[src/rtl/arith_pkg.sv]
// Shared definitions for the add/sub arbiter slice.
//   DEF_WIDTH       default operand/result width
//   ALU_ADD/ALU_SUB per-client mode encoding seen by the ALU
//   arb_state_e     arbiter FSM states
package arith_pkg;

  localparam int unsigned DEF_WIDTH = 8;

  localparam logic ALU_ADD = 1'b1;
  localparam logic ALU_SUB = 1'b0;

  typedef enum logic [1:0] {
    IDLE  = 2'd0,
    ISSUE = 2'd1,
    RESP  = 2'd2
  } arb_state_e;

endpackage

[src/rtl/addsub_arbiter_rr_if.sv]
// Client-side bus of the shared add/sub front-end.
//   req_i   per-client level request, held until own ready_o pulse
//   mode_i  per-client op (1=add, 0=sub a-b)
//   a_i/b_i flattened operands, client k at [k*WIDTH +: WIDTH]
//   ready_o one-hot single-cycle pulse marking res_o valid for that client
//   res_o   registered result shared by all clients
// master: client side, slave: arbiter side.
interface addsub_arbiter_rr_if
  import arith_pkg::*;
#(
  parameter int unsigned N_CLIENTS = 4,
  parameter int unsigned WIDTH     = DEF_WIDTH
);

  logic [N_CLIENTS-1:0]       req_i;
  logic [N_CLIENTS-1:0]       mode_i;
  logic [N_CLIENTS*WIDTH-1:0] a_i;
  logic [N_CLIENTS*WIDTH-1:0] b_i;
  logic [N_CLIENTS-1:0]       ready_o;
  logic [WIDTH-1:0]           res_o;

  modport master (
    output req_i, mode_i, a_i, b_i,
    input  ready_o, res_o
  );

  modport slave (
    input  req_i, mode_i, a_i, b_i,
    output ready_o, res_o
  );

endinterface

[src/rtl/rr_pick.sv]
// Combinational masked round-robin selector.
//   req  request vector
//   mask requesters excluded from this pick
//   ptr  highest-priority index; search runs ptr, ptr+1, .. mod N_CLIENTS
//   any  at least one eligible requester
//   idx  index of the first eligible requester in search order
module rr_pick #(
  parameter  int unsigned N_CLIENTS = 4,
  localparam int unsigned IDX_W     = $clog2(N_CLIENTS)
) (
  input  logic [N_CLIENTS-1:0] req,
  input  logic [N_CLIENTS-1:0] mask,
  input  logic [IDX_W-1:0]     ptr,
  output logic                 any,
  output logic [IDX_W-1:0]     idx
);

  logic [N_CLIENTS-1:0] elig;
  int unsigned          k;

  assign elig = req & ~mask;

  always_comb begin
    any = 1'b0;
    idx = '0;
    k   = 0;
    for (int unsigned i = 0; i < N_CLIENTS; i++) begin
      // ptr < N_CLIENTS, so a single subtraction performs the wrap
      k = 32'(ptr) + i;
      if (k >= N_CLIENTS) begin
        k = k - N_CLIENTS;
      end
      if (!any && elig[k]) begin
        any = 1'b1;
        idx = IDX_W'(k);
      end
    end
  end

endmodule

[src/rtl/addsub_arbiter_rr.sv]
// Round-robin front-end sharing one combinational add/sub ALU between
// N_CLIENTS iterative units. Operands are latched at grant, the ALU sees only
// the latched op, and the result is returned registered with a one-hot
// ready pulse. Sustains one op every two clocks under back-to-back load.
//   clk_i, rst_i  clock, asynchronous active-low reset
//   cli           client bus (req/mode/a/b in, ready/res out)
//   alu_mode_o, alu_a_o, alu_b_o  latched op to the ALU
//   alu_res_i     ALU result, same cycle
//   busy_o        high while an op is in ISSUE or RESP
// Optional: define ARB_STATS_EN to add ops_cnt_o[31:0] (completed ops) and
// conflict_cnt_o[15:0] (arbitrations with >=2 eligible requesters), both
// saturating.
module addsub_arbiter_rr
  import arith_pkg::*;
#(
  parameter int unsigned N_CLIENTS = 4,
  parameter int unsigned WIDTH     = DEF_WIDTH
) (
  input  logic               clk_i,
  input  logic               rst_i,
  addsub_arbiter_rr_if.slave cli,
  output logic               alu_mode_o,
  output logic [WIDTH-1:0]   alu_a_o,
  output logic [WIDTH-1:0]   alu_b_o,
  input  logic [WIDTH-1:0]   alu_res_i,
  output logic               busy_o
`ifdef ARB_STATS_EN
  ,
  output logic [31:0]        ops_cnt_o,
  output logic [15:0]        conflict_cnt_o
`endif
);

  localparam int unsigned IDX_W = $clog2(N_CLIENTS);

  arb_state_e           state_q, state_d;
  logic [IDX_W-1:0]     ptr_q, ptr_d;
  logic [IDX_W-1:0]     gnt_q, gnt_d;
  logic                 op_mode_q, op_mode_d;
  logic [WIDTH-1:0]     op_a_q, op_a_d;
  logic [WIDTH-1:0]     op_b_q, op_b_d;
  logic [WIDTH-1:0]     res_q, res_d;
  logic [N_CLIENTS-1:0] ready_q, ready_d;

  logic [N_CLIENTS-1:0] gnt_onehot;
  logic [N_CLIENTS-1:0] pick_mask;
  logic                 pick_any;
  logic [IDX_W-1:0]     pick_idx;
  logic [WIDTH-1:0]     a_arr [N_CLIENTS];
  logic [WIDTH-1:0]     b_arr [N_CLIENTS];

  always_comb begin
    for (int unsigned k = 0; k < N_CLIENTS; k++) begin
      a_arr[k] = cli.a_i[k*WIDTH +: WIDTH];
      b_arr[k] = cli.b_i[k*WIDTH +: WIDTH];
    end
  end

  assign gnt_onehot = N_CLIENTS'(1) << gnt_q;
  // In RESP the just-served client still holds req for this cycle
  assign pick_mask  = (state_q == RESP) ? gnt_onehot : '0;

  rr_pick #(
    .N_CLIENTS(N_CLIENTS)
  ) u_pick (
    .req (cli.req_i),
    .mask(pick_mask),
    .ptr (ptr_q),
    .any (pick_any),
    .idx (pick_idx)
  );

  always_comb begin
    state_d   = state_q;
    ptr_d     = ptr_q;
    gnt_d     = gnt_q;
    op_mode_d = op_mode_q;
    op_a_d    = op_a_q;
    op_b_d    = op_b_q;
    res_d     = res_q;
    ready_d   = '0;
    unique case (state_q)
      IDLE, RESP: begin
        if (pick_any) begin
          gnt_d     = pick_idx;
          op_mode_d = cli.mode_i[pick_idx];
          op_a_d    = a_arr[pick_idx];
          op_b_d    = b_arr[pick_idx];
          state_d   = ISSUE;
        end else begin
          state_d = IDLE;
        end
      end
      ISSUE: begin
        res_d   = alu_res_i;
        ready_d = gnt_onehot;
        ptr_d   = (gnt_q == IDX_W'(N_CLIENTS - 1)) ? '0 : gnt_q + IDX_W'(1);
        state_d = RESP;
      end
      default: state_d = IDLE;
    endcase
  end

  always_ff @(posedge clk_i or negedge rst_i) begin
    if (!rst_i) begin
      state_q   <= IDLE;
      ptr_q     <= '0;
      gnt_q     <= '0;
      op_mode_q <= 1'b0;
      op_a_q    <= '0;
      op_b_q    <= '0;
      res_q     <= '0;
      ready_q   <= '0;
    end else begin
      state_q   <= state_d;
      ptr_q     <= ptr_d;
      gnt_q     <= gnt_d;
      op_mode_q <= op_mode_d;
      op_a_q    <= op_a_d;
      op_b_q    <= op_b_d;
      res_q     <= res_d;
      ready_q   <= ready_d;
    end
  end

  assign cli.ready_o = ready_q;
  assign cli.res_o   = res_q;
  assign alu_mode_o  = op_mode_q;
  assign alu_a_o     = op_a_q;
  assign alu_b_o     = op_b_q;
  assign busy_o      = (state_q != IDLE);

`ifdef ARB_STATS_EN
  logic [N_CLIENTS-1:0] elig;
  logic                 contended;

  assign elig      = cli.req_i & ~pick_mask;
  // more than one bit set: clearing the lowest set bit leaves something
  assign contended = (elig & (elig - N_CLIENTS'(1))) != '0;

  always_ff @(posedge clk_i or negedge rst_i) begin
    if (!rst_i) begin
      ops_cnt_o      <= '0;
      conflict_cnt_o <= '0;
    end else begin
      if ((state_q == ISSUE) && (ops_cnt_o != '1)) begin
        ops_cnt_o <= ops_cnt_o + 32'd1;
      end
      if ((state_q != ISSUE) && pick_any && contended && (conflict_cnt_o != '1)) begin
        conflict_cnt_o <= conflict_cnt_o + 16'd1;
      end
    end
  end
`endif

endmodule

[src/flat_wrapper.sv]
// flat-port wrapper written by rule: the top's interface ports become plain ports
module addsub_arbiter_rr_flat import arith_pkg::*;
#(
  parameter int unsigned N_CLIENTS = 4,
  parameter int unsigned WIDTH     = DEF_WIDTH
)
  (clk_i, rst_i, alu_mode_o, alu_a_o, alu_b_o, alu_res_i, busy_o, cli_req_i, cli_mode_i, cli_a_i, cli_b_i, cli_ready_o, cli_res_o);
  addsub_arbiter_rr_if #(.N_CLIENTS(N_CLIENTS), .WIDTH(WIDTH)) cli_i ();
  input  logic clk_i;
  input  logic rst_i;
  output logic alu_mode_o;
  output logic [WIDTH-1:0] alu_a_o;
  output logic [WIDTH-1:0] alu_b_o;
  input  logic [WIDTH-1:0] alu_res_i;
  output logic busy_o;
  input wire logic [$bits(cli_i.req_i)-1:0] cli_req_i;
  input wire logic [$bits(cli_i.mode_i)-1:0] cli_mode_i;
  input wire logic [$bits(cli_i.a_i)-1:0] cli_a_i;
  input wire logic [$bits(cli_i.b_i)-1:0] cli_b_i;
  output wire logic [$bits(cli_i.ready_o)-1:0] cli_ready_o;
  output wire logic [$bits(cli_i.res_o)-1:0] cli_res_o;
  assign cli_i.req_i = cli_req_i;
  assign cli_i.mode_i = cli_mode_i;
  assign cli_i.a_i = cli_a_i;
  assign cli_i.b_i = cli_b_i;
  assign cli_ready_o = cli_i.ready_o;
  assign cli_res_o = cli_i.res_o;
  addsub_arbiter_rr #(.N_CLIENTS(N_CLIENTS), .WIDTH(WIDTH)) u_core (.clk_i(clk_i), .rst_i(rst_i), .cli(cli_i), .alu_mode_o(alu_mode_o), .alu_a_o(alu_a_o), .alu_b_o(alu_b_o), .alu_res_i(alu_res_i), .busy_o(busy_o));
endmodule
[config.mk]
export PLATFORM = sky130hd
export DESIGN_NAME = addsub_arbiter_rr_flat
export DESIGN_NICKNAME = d
export VERILOG_FILES = /design/src/rtl/arith_pkg.sv /design/src/rtl/addsub_arbiter_rr_if.sv /design/src/rtl/rr_pick.sv /design/src/rtl/addsub_arbiter_rr.sv /design/src/flat_wrapper.sv
export SDC_FILE = /design/constraint.sdc
export NUM_CORES = 1
export LEC_CHECK = 0
export BUFFER_PORTS_ARGS = -buffer_cell sky130_fd_sc_hd__buf_2
export CORE_MARGIN = 2
export CORE_UTILIZATION = 46
export CTS_BUF_LIST = sky130_fd_sc_hd__clkbuf_4 sky130_fd_sc_hd__clkbuf_8
export DETAILED_ROUTE_END_ITERATION = 10
export GPL_ROUTABILITY_DRIVEN = 0
export GPL_TIMING_DRIVEN = 1
export PLACE_DENSITY = 0.8
export SYNTH_ARGS = -nofsm -noshare
export SYNTH_HDL_FRONTEND = slang
export SYNTH_HIERARCHICAL = 1
export SYNTH_SLANG_ARGS = --single-unit
[constraint.sdc]
create_clock -name clk_i -period 3.15 [get_ports clk_i]
set_input_delay 0.315 -clock clk_i [delete_from_list [all_inputs] [get_ports clk_i]]
set_output_delay 0.315 -clock clk_i [all_outputs]
set_load 0.005 [all_outputs]
==> reports/summary.md, run 1 <==
### Logic synthesis
• synthesized area divided by synthesized cell count: 16.0 sq um
• Synth Cell Area: 1970 sq um
• Mapped Cells: 123
• number of distinct standard cells referenced by the synthesized netlist: 23
• count of yosys warnings during synthesis: 6
• sequential cell area fraction in the yosys report: 44.5%
• Post-synth EDFFs: 0
• number of synthesized register bits: 35
• synthesized netlist net count: 209
• commonest register cell after synthesis: sky130_fd_sc_hd__dfrtp_1
• Post-synth ARST share: 100%

### Clock network
• maximum level of the CTS H-tree: 2
• Max Buffers Root-to-Sink: 2
• insertion delay to the later sink of the worst-skew pair: 0.27 ns
• hold buffer count at CTS: 0
• count of cells resized by post-cts repair: 0
• clock transition at the registers of the reported paths: 0.07 ns
• Clock Tree Root: sky130_fd_sc_hd__clkbuf_8
• clock tree sinks: 35
• total setup buffers inserted after CTS: 0
• TritonCTS clock tree: built
• clock buffer count from CTS: 5

### Power and ir drop
• largest voltage drop on the vdd net: 0.395 mV
• Pint: 1.61 mW
• leakage power total: 1.34 nW
• clock power share: 13.4%
• power per cell area: 891 nW/um^2
• power share of the sequential group: 34.1%
• Combinational Power Share: 52.5%
• net load switching power: 0.751 mW
• switching share of total power: 31.8%

### Cells and area
• Antenna Cells: 0
• Area growth syn-to-layout: 34.5%
• post-layout utilization of the core: 65.3%
• share of final-layout standard cells stronger than drive strength 1: 70.2%
• number of filler instances in the final layout: 318
• highest-count cells in the layout ignoring fill and taps: sky130_fd_sc_hd__buf_2 (111), sky130_fd_sc_hd__dfrtp_1 (35), sky130_fd_sc_hd__mux2_2 (20)
• net total in the final layout: 323
• most frequent standard cell in the layout excluding fill and tap cells: sky130_fd_sc_hd__buf_2

### Worst setup path
• kind of launch point of the worst setup path: flop
• kind of end point of the critical path: flop
• Critical Path RT: 3.31 ns
• critical-path maximum fanout: 18
• arrival time of data at the critical path endpoint: 2.79 ns
• kind of critical path: flop to flop

### Die
• DIE HEIGHT: 69.4 um
• placeable core region: 4060 sq um
• area of the die: 4820 sq um
• Initial Util: 48.5%
• Die X-Extent: 69.4 um
• ports placed on the boundary: 112
• row cnt: 23

### Drt
• aggregate routed wire length: 4.22 mm
• Initial DRC Count: 64
• via total after detailed routing: 1452
• post-route ant nets: 0
• TritonRoute pass-1 iters: 4
• final routed wire length divided by cell count: 14.7 um
• vias per cell: 5.04
• DRC violation count after routing: 0

### Global routing
• Total GRT Usage: 18.7%
• GRT Residual Overflow: 0
• first-pass GRT wire length: 7.14 mm
• pin count of the biggest net entering global routing: 36
• number of global-route vias before repair: 1603
• antenna violations before repair: 0

### Outcome
• run status: finished, final reports clean

### Timing
• worst clock skew on the final layout: 0.00523 ns
• max-slew violation count: 0
• worst rel slew slack: 48.9%
• Fin. Hold Viols: 0
• total negative setup slack: 0 ns
• Final Critical Period: 2.63 ns
• Highest Clock Rate: 0.380 GHz
• RSZ-0062 raised after global routing: no
• setup violators final: 0
• ratio of final minimum period to clock period: 83.5%
• Tightest Pin Transition: 0.767 ns

### Placed design
• number of buffer cells added on primary ports: 111
• placed wire-length estimate after detailed placement: 3.35 mm

### Min path
• class of the most critical hold timing path: input pin to async pin

### Job
• count of max-cap constraint violations: 0

==> final timing paths <==
| kind | from | end | slack, ns | depth (start not counted) |
|---|---|---|---|---|
| min | rst_i | u_core/alu_a_o[1]$_DFFE_PN0P_ | 0.11 | 1 |
| min in group clk_i | alu_res_i[4] | u_core/cli.res_o[4]$_DFFE_PN0N_ | 0.27 | 2 |
| max reg2reg | u_core/gnt_q[0]$_DFFE_PN0P_ | u_core/alu_mode_o$_DFFE_PN0P_ | 0.52 | 8 |
| min reg2reg | u_core/cli.res_o[5]$_DFFE_PN0N_ | u_core/cli.res_o[5]$_DFFE_PN0N_ | 0.50 | 1 |
| max in group asynchronous | rst_i | u_core/alu_b_o[3]$_DFFE_PN0P_ | 2.55 | 1 |
| max | u_core/gnt_q[0]$_DFFE_PN0P_ | u_core/alu_mode_o$_DFFE_PN0P_ | 0.52 | 8 |
==> sequential cells by signal, summed over array words and instances (netlist names) <==
name / count
u_core/alu_a_o: 8
u_core/alu_b_o: 8
u_core/alu_mode_o: 1
u_core/cli.ready_o: 4
u_core/cli.res_o: 8
u_core/gnt_q: 2
u_core/ptr_q: 2
u_core/state_q: 2
==> final cells by class <==
cell class,count,area (sq um),area share [%]
clock buffers,7,83.8,3.16
clock inverters,1,5.00,0.189
inverters,5,18.8,0.709
multi-input cells,76,1020,38.7
flip-flops and latches,35,876,33.1
well taps,50,62.6,2.36
repair buffers,114,578,21.8
==> power by group through the flow <==
| stage | sequential (mW) | combinational, mW | clock (mW) |
|---|---|---|---|
| floorplan | 0.815 | 0.899 | 0 |
| global placement | 0.806 | 1.22 | 0 |
| detailed placement | 0.812 | 1.26 | 0 |
| CTS | 0.808 | 1.26 | 0.331 |
| global route | 0.836 | 1.36 | 0.351 |
| finish | 0.803 | 1.24 | 0.317 |
==> synth_stat cells (all sizes together) (2+ instances only) <==
library cell	count	area [sq um]
ha	4	50.1
mux2	29	360
o21bai	2	15.0
nor2b	4	32.5
mux4	17	413
nor2	2	7.51
o221ai	2	17.5
inv	5	18.8
buf	7	56.3
dfrtp	35	876
and2	8	50.1
nand2b	3	26.3
==> kinds of logic after synthesis <==
kind of cell | count (synthesis) | synth area share, %
compound gates | 7 | 3.43
fa+ha+maj | 4 | 2.54
buf+inv | 12 | 3.81
flops | 35 | 44.5
mux | 46 | 39.3
simple gates | 19 | 6.48
==> critical path, stage by stage (launching register included) <==
cell	delay, ns
sky130_fd_sc_hd__dfrtp_1	0.42
sky130_fd_sc_hd__ha_1	0.23
sky130_fd_sc_hd__and2_1	0.14
sky130_fd_sc_hd__nor2b_1	0.22
sky130_fd_sc_hd__o221ai_1	0.17
sky130_fd_sc_hd__a21oi_2	0.13
sky130_fd_sc_hd__buf_4	0.31
sky130_fd_sc_hd__mux4_1	0.60
sky130_fd_sc_hd__mux2_2	0.28
==> routing by layer <==
layer  track usage [%]  routed length (um)  up-vias
met1              20.9                1630      679
met2              33.7                2180       73
met3              6.10                 355        6
met5                 0                   0        -
li1                  -                   -      694
met4              5.88                  57        0
==> metrics by stage <==
| step | cells | setup WS, ns | area (sq um) | hold slack [ns] | power [mW] |
|---|---|---|---|---|---|
| 2_1_floorplan | 123 | 0.792 | 1970 | 0.0194 | 1.71 |
| 6_report | 288 | 0.520 | 2650 | 0.115 | 2.36 |
| 3_3_place_gp | 280 | 0.606 | 2560 | 0.423 | 2.03 |
| 5_1_grt | 288 | 0.331 | 2650 | 0.169 | 2.55 |
| 4_1_cts | 288 | 0.518 | 2650 | 0.138 | 2.40 |
| 3_5_place_dp | 280 | 0.523 | 2560 | 0.437 | 2.07 |
(Power assumes the default switching activity.)
==> run 2: changes to the inputs <==
CORE_UTILIZATION = 41   (was 46)
PLACE_DENSITY = 0.75   (was 0.8)
clock period = 2.4 ns   (was 3.15 ns; I/O delays follow)
==> run 2 against run 1 <==
  * The flow now finishes with violations (setup timing)
  * Cell count up 5.6%
  * Combinational power up 61%
  * Power up 48%
  * Maximum frequency up 6.0%
  * Setup slack worse by 0.60 ns
  * Global-route usage down 1.1 points
  * Sequential share of layout area down 2.3 points
  * Core utilization down 4.5 points
  * Clock skew up 0.0035 ns
==> reports/summary.md, run 2 (synthesis gave the netlist of run 1 again) <==
### Timing
• Fin. Hold Viols: 0
• worst clock skew on the final layout: 0.00870 ns
• max-slew violation count: 0
• setup violators final: 17
• Tightest Pin Transition: 0.771 ns
• Final Critical Period: 2.48 ns
• worst rel slew slack: 48.6%
• worst setup margin: -0.0802 ns
• Highest Clock Rate: 0.403 GHz
• RSZ-0062 raised after global routing: yes
• ratio of final minimum period to clock period: 103%

### Power and ir drop
• largest voltage drop on the vdd net: 0.592 mV
• clock power share: 12.0%
• leakage power total: 1.38 nW
• switching share of total power: 32.9%
• power per cell area: 1220 nW/um^2
• power share of the sequential group: 30.6%
• Pint: 2.34 mW
• Combinational Power Share: 57.4%
• net load switching power: 1.15 mW

### Placed design
• cell total after placement: 291
• number of buffer cells added on primary ports: 111
• post-placement setup slack: -0.118 ns
• placed wire-length estimate after detailed placement: 3.61 mm

### Clock network
• Clock Tree Root: sky130_fd_sc_hd__clkbuf_8
• hold buffer count at CTS: 0
• Max Buffers Root-to-Sink: 2
• clock buffer count from CTS: 5
• TritonCTS clock tree: built
• maximum level of the CTS H-tree: 2
• insertion delay to the later sink of the worst-skew pair: 0.29 ns
• clock transition at the registers of the reported paths: 0.08 ns
• clock tree sinks: 35

### Drt
• post-route ant nets: 0
• aggregate routed wire length: 4.83 mm
• via total after detailed routing: 1510
• vias per cell: 4.97
• final routed wire length divided by cell count: 15.9 um
• DRC violation count after routing: 0
• Initial DRC Count: 19
• TritonRoute pass-1 iters: 4

### Die
• area of the die: 5370 sq um
• Die X-Extent: 73.3 um
• DIE HEIGHT: 73.3 um
• ports placed on the boundary: 112
• Initial Util: 42.0%
• placeable core region: 4690 sq um
• row cnt: 25

### Worst setup path
• Stages on worst setup path: 8
• critical path's largest stage delay: 0.50 ns
• Critical Path RT: 2.57 ns
• critical-path maximum fanout: 5
• kind of end point of the critical path: flop
• critical path cell sequence: ha_2 -> and2_1 -> nor2b_2 -> o221ai_2 -> a21oi_4 -> clkbuf_16 -> mux4_2 -> mux2_4
• WP buf/inv: 1
• arrival time of data at the critical path endpoint: 2.65 ns
• critical-path cell with the highest stage delay: sky130_fd_sc_hd__mux4_2
• path depth of the worst reg2reg path: 8
• Top Family by Delay on Critical Path: multiplexers
• kind of launch point of the worst setup path: flop
• kind of critical path: flop to flop

### Global routing
• pin count of the biggest net entering global routing: 36
• Total GRT Usage: 17.6%
• number of global-route vias before repair: 1567
• GRT Residual Overflow: 0
• first-pass GRT wire length: 7.00 mm
• antenna violations before repair: 0

### Min path
• class of the most critical hold timing path: input pin to async pin

### Cells and area
• Antenna Cells: 0
• share of final-layout standard cells stronger than drive strength 1: 80.8%
• Area growth syn-to-layout: 44.8%
• highest-count cells in the layout ignoring fill and taps: sky130_fd_sc_hd__buf_2 (111), sky130_fd_sc_hd__dfrtp_1 (33), sky130_fd_sc_hd__mux2_2 (20)
• number of filler instances in the final layout: 386
• fin cells: 304
• net total in the final layout: 335
• most frequent standard cell in the layout excluding fill and tap cells: sky130_fd_sc_hd__buf_2

### Outcome
• violated checks: setup timing
• run status: finished, violations left

### Job
• count of max-cap constraint violations: 0

## run 2: cell count changes in the layout (fill, tap and decap cells not counted), sizes merged
cell and delta:
buf +11, clkinvlp +2, clkbuf -1
## run 2: final timing paths
| path | startpoint | endpoint | slack, ns |
|---|---|---|---|
| max | u_core/gnt_q[0]$_DFFE_PN0P_ | u_core/alu_b_o[5]$_DFFE_PN0P_ | -0.08 |
| min | rst_i | u_core/cli.res_o[1]$_DFFE_PN0N_ | 0.02 |
| max reg2reg | u_core/gnt_q[0]$_DFFE_PN0P_ | u_core/alu_b_o[5]$_DFFE_PN0P_ | -0.08 |
| min reg2reg | u_core/cli.res_o[0]$_DFFE_PN0N_ | u_core/cli.res_o[0]$_DFFE_PN0N_ | 0.50 |
| max in group asynchronous | rst_i | u_core/gnt_q[0]$_DFFE_PN0P_ | 1.83 |
| min in group clk_i | alu_res_i[6] | u_core/cli.res_o[6]$_DFFE_PN0N_ | 0.18 |
## run 2: routing by layer
layer  up-vias  part of all wire [%]  global-route usage (%)
li1        715                     -                       -
met5         -                     0                       0
met2        76                    54                    32.5
met3         8                   7.5                    5.08
met1       711                    37                    19.0
met4         0                   1.5                    6.26
## run 2: cell type report
class,count,area [sq um],area share [%]
timing repair buffer,126,722,25.3
clock inverter,3,20.0,0.702
tap,54,67.6,2.37
clock buffer,5,68.8,2.41
inverter,5,21.3,0.746
multi-input combinational,76,1070,37.6
sequential,35,878,30.8
## run 2: power by group through the flow
stage                     Sequential [mW]  Clock [mW]  Combinational [mW]
final                                1.07       0.419                2.00
after floorplan                      1.07           0                1.18
after global routing                 1.10       0.462                2.18
after detailed placement             1.06           0                1.79
after global placement               1.05           0                1.73
after CTS                            1.06       0.433                1.84
## run 2: metrics by stage
| stage | utilization (%) | hold WS [ns] | instance area (sq um) | power, mW | setup TNS, ns |
|---|---|---|---|---|---|
| floorplan | - | -0.0556 | 1970 | 2.25 | 0 |
| global placement | 56.3 | 0.358 | 2640 | 2.78 | -0.351 |
| detailed placement | 56.3 | 0.368 | 2640 | 2.85 | -1.10 |
| CTS | 59.2 | 0.0457 | 2780 | 3.33 | -0.132 |
| global route | 60.8 | 0.0892 | 2850 | 3.75 | -2.22 |
| finish | 60.8 | 0.0191 | 2850 | 3.48 | -0.806 |
## run 2: repair_timing
item	in CTS	in global routing
pin swaps	1	3
hold endpoints to repair	0	0
resized for setup	12	19
setup endpoints to repair	17	17
buffers inserted	1	3
gates cloned	0	1
==> run 3: changes to the inputs <==
CORE_UTILIZATION = 40   (was 41)
CTS_BUF_LIST = not set   (was sky130_fd_sc_hd__clkbuf_4 sky130_fd_sc_hd__clkbuf_8)
PLACE_DENSITY = 0.74   (was 0.75)
==> run 3 against run 2 <==
  * The flow still finishes with violations (setup timing)
  * Design area is 4.5% higher
  * Power grew 8.1%
  * Clock-buffer cell count did not move
  * Non-clock buffer count increased by 1
  * Critical path depth rose by 2
  * Core utilization grew 2.3 points
  * Sequential cell count stayed put
  * Routed wire length is 6.1% lower
  * Clock power up 26%
  * Sequential share of layout area shrank 1.3 points
  * Cell count rose by 4.6%
  * Largest power group unchanged
  * Highest routed layer unchanged
==> reports/summary.md, run 3 (synthesis gave the netlist of run 1 again) <==
### Clock network
• Clock Tree Root: sky130_fd_sc_hd__clkbuf_8
• maximum level of the CTS H-tree: 2
• TritonCTS clock tree: built
• Max Buffers Root-to-Sink: 2
• clock transition at the registers of the reported paths: 0.07 ns
• clock buffer count from CTS: 5
• clock tree sinks: 35
• insertion delay to the later sink of the worst-skew pair: 0.29 ns

### Timing
• ratio of final minimum period to clock period: 103%
• Final Critical Period: 2.47 ns
• worst setup margin: -0.0667 ns
• worst clock skew on the final layout: 0.00695 ns
• max-slew violation count: 0
• Highest Clock Rate: 0.405 GHz
• worst rel slew slack: 50.7%
• Fin. Hold Viols: 0
• Tightest Pin Transition: 0.740 ns
• setup violators final: 17
• RSZ-0062 raised after global routing: yes

### Global routing
• antenna violations before repair: 0
• Total GRT Usage: 16.8%
• first-pass GRT wire length: 6.84 mm
• pin count of the biggest net entering global routing: 36
• number of global-route vias before repair: 1522
• GRT Residual Overflow: 0

### Power and ir drop
• power per cell area: 1260 nW/um^2
• power share of the sequential group: 28.9%
• clock power share: 14.0%
• switching share of total power: 31.4%
• Combinational Power Share: 57.2%
• leakage power total: 1.45 nW
• total power: 3.77 mW
• Pint: 2.58 mW
• largest voltage drop on the vdd net: 0.538 mV
• net load switching power: 1.18 mW

### Worst setup path
• kind of launch point of the worst setup path: flop
• kind of end point of the critical path: flop
• Stages on worst setup path: 10
• worst setup path endpoint: u_core/alu_a_o[2]$_DFFE_PN0P_
• critical path's largest stage delay: 0.51 ns
• Critical R2R Capture: u_core/alu_a_o[2]$_DFFE_PN0P_
• path depth of the worst reg2reg path: 10
• critical-path cell with the highest stage delay: sky130_fd_sc_hd__mux4_2
• Critical Path RT: 2.58 ns
• kind of critical path: flop to flop
• setup slack, reg-to-reg: -0.07 ns
• worst reg2reg startpoint: u_core/gnt_q[0]$_DFFE_PN0P_
• first element of the critical path: u_core/gnt_q[0]$_DFFE_PN0P_
• Top Family by Delay on Critical Path: multiplexers
• critical-path maximum fanout: 4
• arrival time of data at the critical path endpoint: 2.64 ns
• WP buf/inv: 3
• critical path cell sequence: inv_4 -> ha_4 -> and2_4 -> nand2b_4 -> o221ai_4 -> a21oi_4 -> buf_4 -> buf_8 -> mux4_2 -> mux2_4

### Cells and area
• number of filler instances in the final layout: 379
• most frequent standard cell in the layout excluding fill and tap cells: sky130_fd_sc_hd__buf_2
• area taken by multi-input logic gates: 1130 sq um
• share of final-layout standard cells stronger than drive strength 1: 81.3%
• Area growth syn-to-layout: 51.3%
• fin cells: 318
• highest-count cells in the layout ignoring fill and taps: sky130_fd_sc_hd__buf_2 (111), sky130_fd_sc_hd__dfrtp_1 (33), sky130_fd_sc_hd__mux4_2 (17), sky130_fd_sc_hd__mux2_4 (17), sky130_fd_sc_hd__mux2_2 (12)
• area occupied by registers: 878 sq um
• Antenna Cells: 0
• post-layout utilization of the core: 63.1%
• fin area: 2980 sq um
• net total in the final layout: 336

### Drt
• aggregate routed wire length: 4.54 mm
• final routed wire length divided by cell count: 14.3 um
• TritonRoute pass-1 iters: 3
• post-route ant nets: 0
• Initial DRC Count: 47
• vias per cell: 4.83
• via total after detailed routing: 1535
• DRC violation count after routing: 0

### Die
• placeable core region: 4720 sq um
• ports placed on the boundary: 112
• DIE HEIGHT: 74.2 um
• Initial Util: 41.7%
• row cnt: 25
• area of the die: 5500 sq um
• Die X-Extent: 74.2 um

### Placed design
• placed wire-length estimate after detailed placement: 3.26 mm
• number of buffer cells added on primary ports: 111
• cell total after placement: 302
• DP Area: 2640 sq um

### Outcome
• violated checks: setup timing
• run status: finished, violations left

### Min path
• class of the most critical hold timing path: input pin to async pin

### Job
• count of max-cap constraint violations: 0

run 3: cell types whose count changed in the layout (fill, tap and decap cells not counted), moves of 2 or more:
cell	before	now
sky130_fd_sc_hd__mux2_2	20	12
sky130_fd_sc_hd__mux2_4	9	17
sky130_fd_sc_hd__ha_2	2	0
sky130_fd_sc_hd__buf_6	1	4
sky130_fd_sc_hd__ha_4	2	4
sky130_fd_sc_hd__clkinvlp_4	2	0
sky130_fd_sc_hd__buf_4	10	7
run 3: timing repair:
| action | in CTS | in global routing |
|---|---|---|
| buffers inserted | 7 | 0 |
| endpoints found under the hold margin | 0 | 0 |
| setup endpoints to repair | 17 | 17 |
| pin swaps | 2 | 4 |
| hold buffers | 0 | 0 |
| gates cloned | 2 | 1 |
| resized for setup | 26 | 24 |
run 3: worst min-delay path by stage:
stage	start	endpoint	slack, ns	cells past startpoint
after floorplan	rst_i	u_core/alu_a_o[0]$_DFFE_PN0P_	-0.06	0
after global placement	rst_i	u_core/cli.ready_o[0]$_DFF_PN0_	0.35	1
after detailed placement	rst_i	u_core/cli.ready_o[0]$_DFF_PN0_	0.36	1
after CTS	rst_i	u_core/cli.res_o[0]$_DFFE_PN0N_	0.05	1
after global routing	rst_i	u_core/cli.res_o[1]$_DFFE_PN0N_	0.08	1
final	rst_i	u_core/cli.res_o[0]$_DFFE_PN0N_	0.01	1
run 3: power by group through the flow:
stage               Sequential [mW]  Clock (mW)  Combinational (mW)
floorplan                      1.07           0                1.18
global placement               1.05           0                1.72
detailed placement             1.05           0                1.75
CTS                            1.05       0.545                2.06
global route                   1.13       0.566                2.34
finish                         1.09       0.526                2.15
run 3: layer usage:
layer	up-vias	part of all wire, %	track usage, %
met5	-	0	0
met2	76	52	28.9
li1	713	-	-
met4	0	2.1	6.67
met3	9	7.6	3.93
met1	737	38	20.4
run 3: cell type report:
cell class | count | share of cell area [%]
Clock buffer | 5 | 2.31
Clock inverter | 3 | 1.47
Inverter | 5 | 0.798
Multi-Input combinational cell | 76 | 37.8
Sequential cell | 35 | 29.5
Tap cell | 67 | 2.81
Timing Repair Buffer | 127 | 25.4
run 3: stage by stage:
step           TNS [ns]  hold slack, ns  setup slack (ns)
6_report         -0.598          0.0121           -0.0667
5_1_grt           -2.00          0.0776            -0.146
4_1_cts          -0.562          0.0515           -0.0615
3_5_place_dp      -1.40           0.364            -0.120
3_3_place_gp     -0.325           0.351           -0.0393
2_1_floorplan         0         -0.0556            0.0423
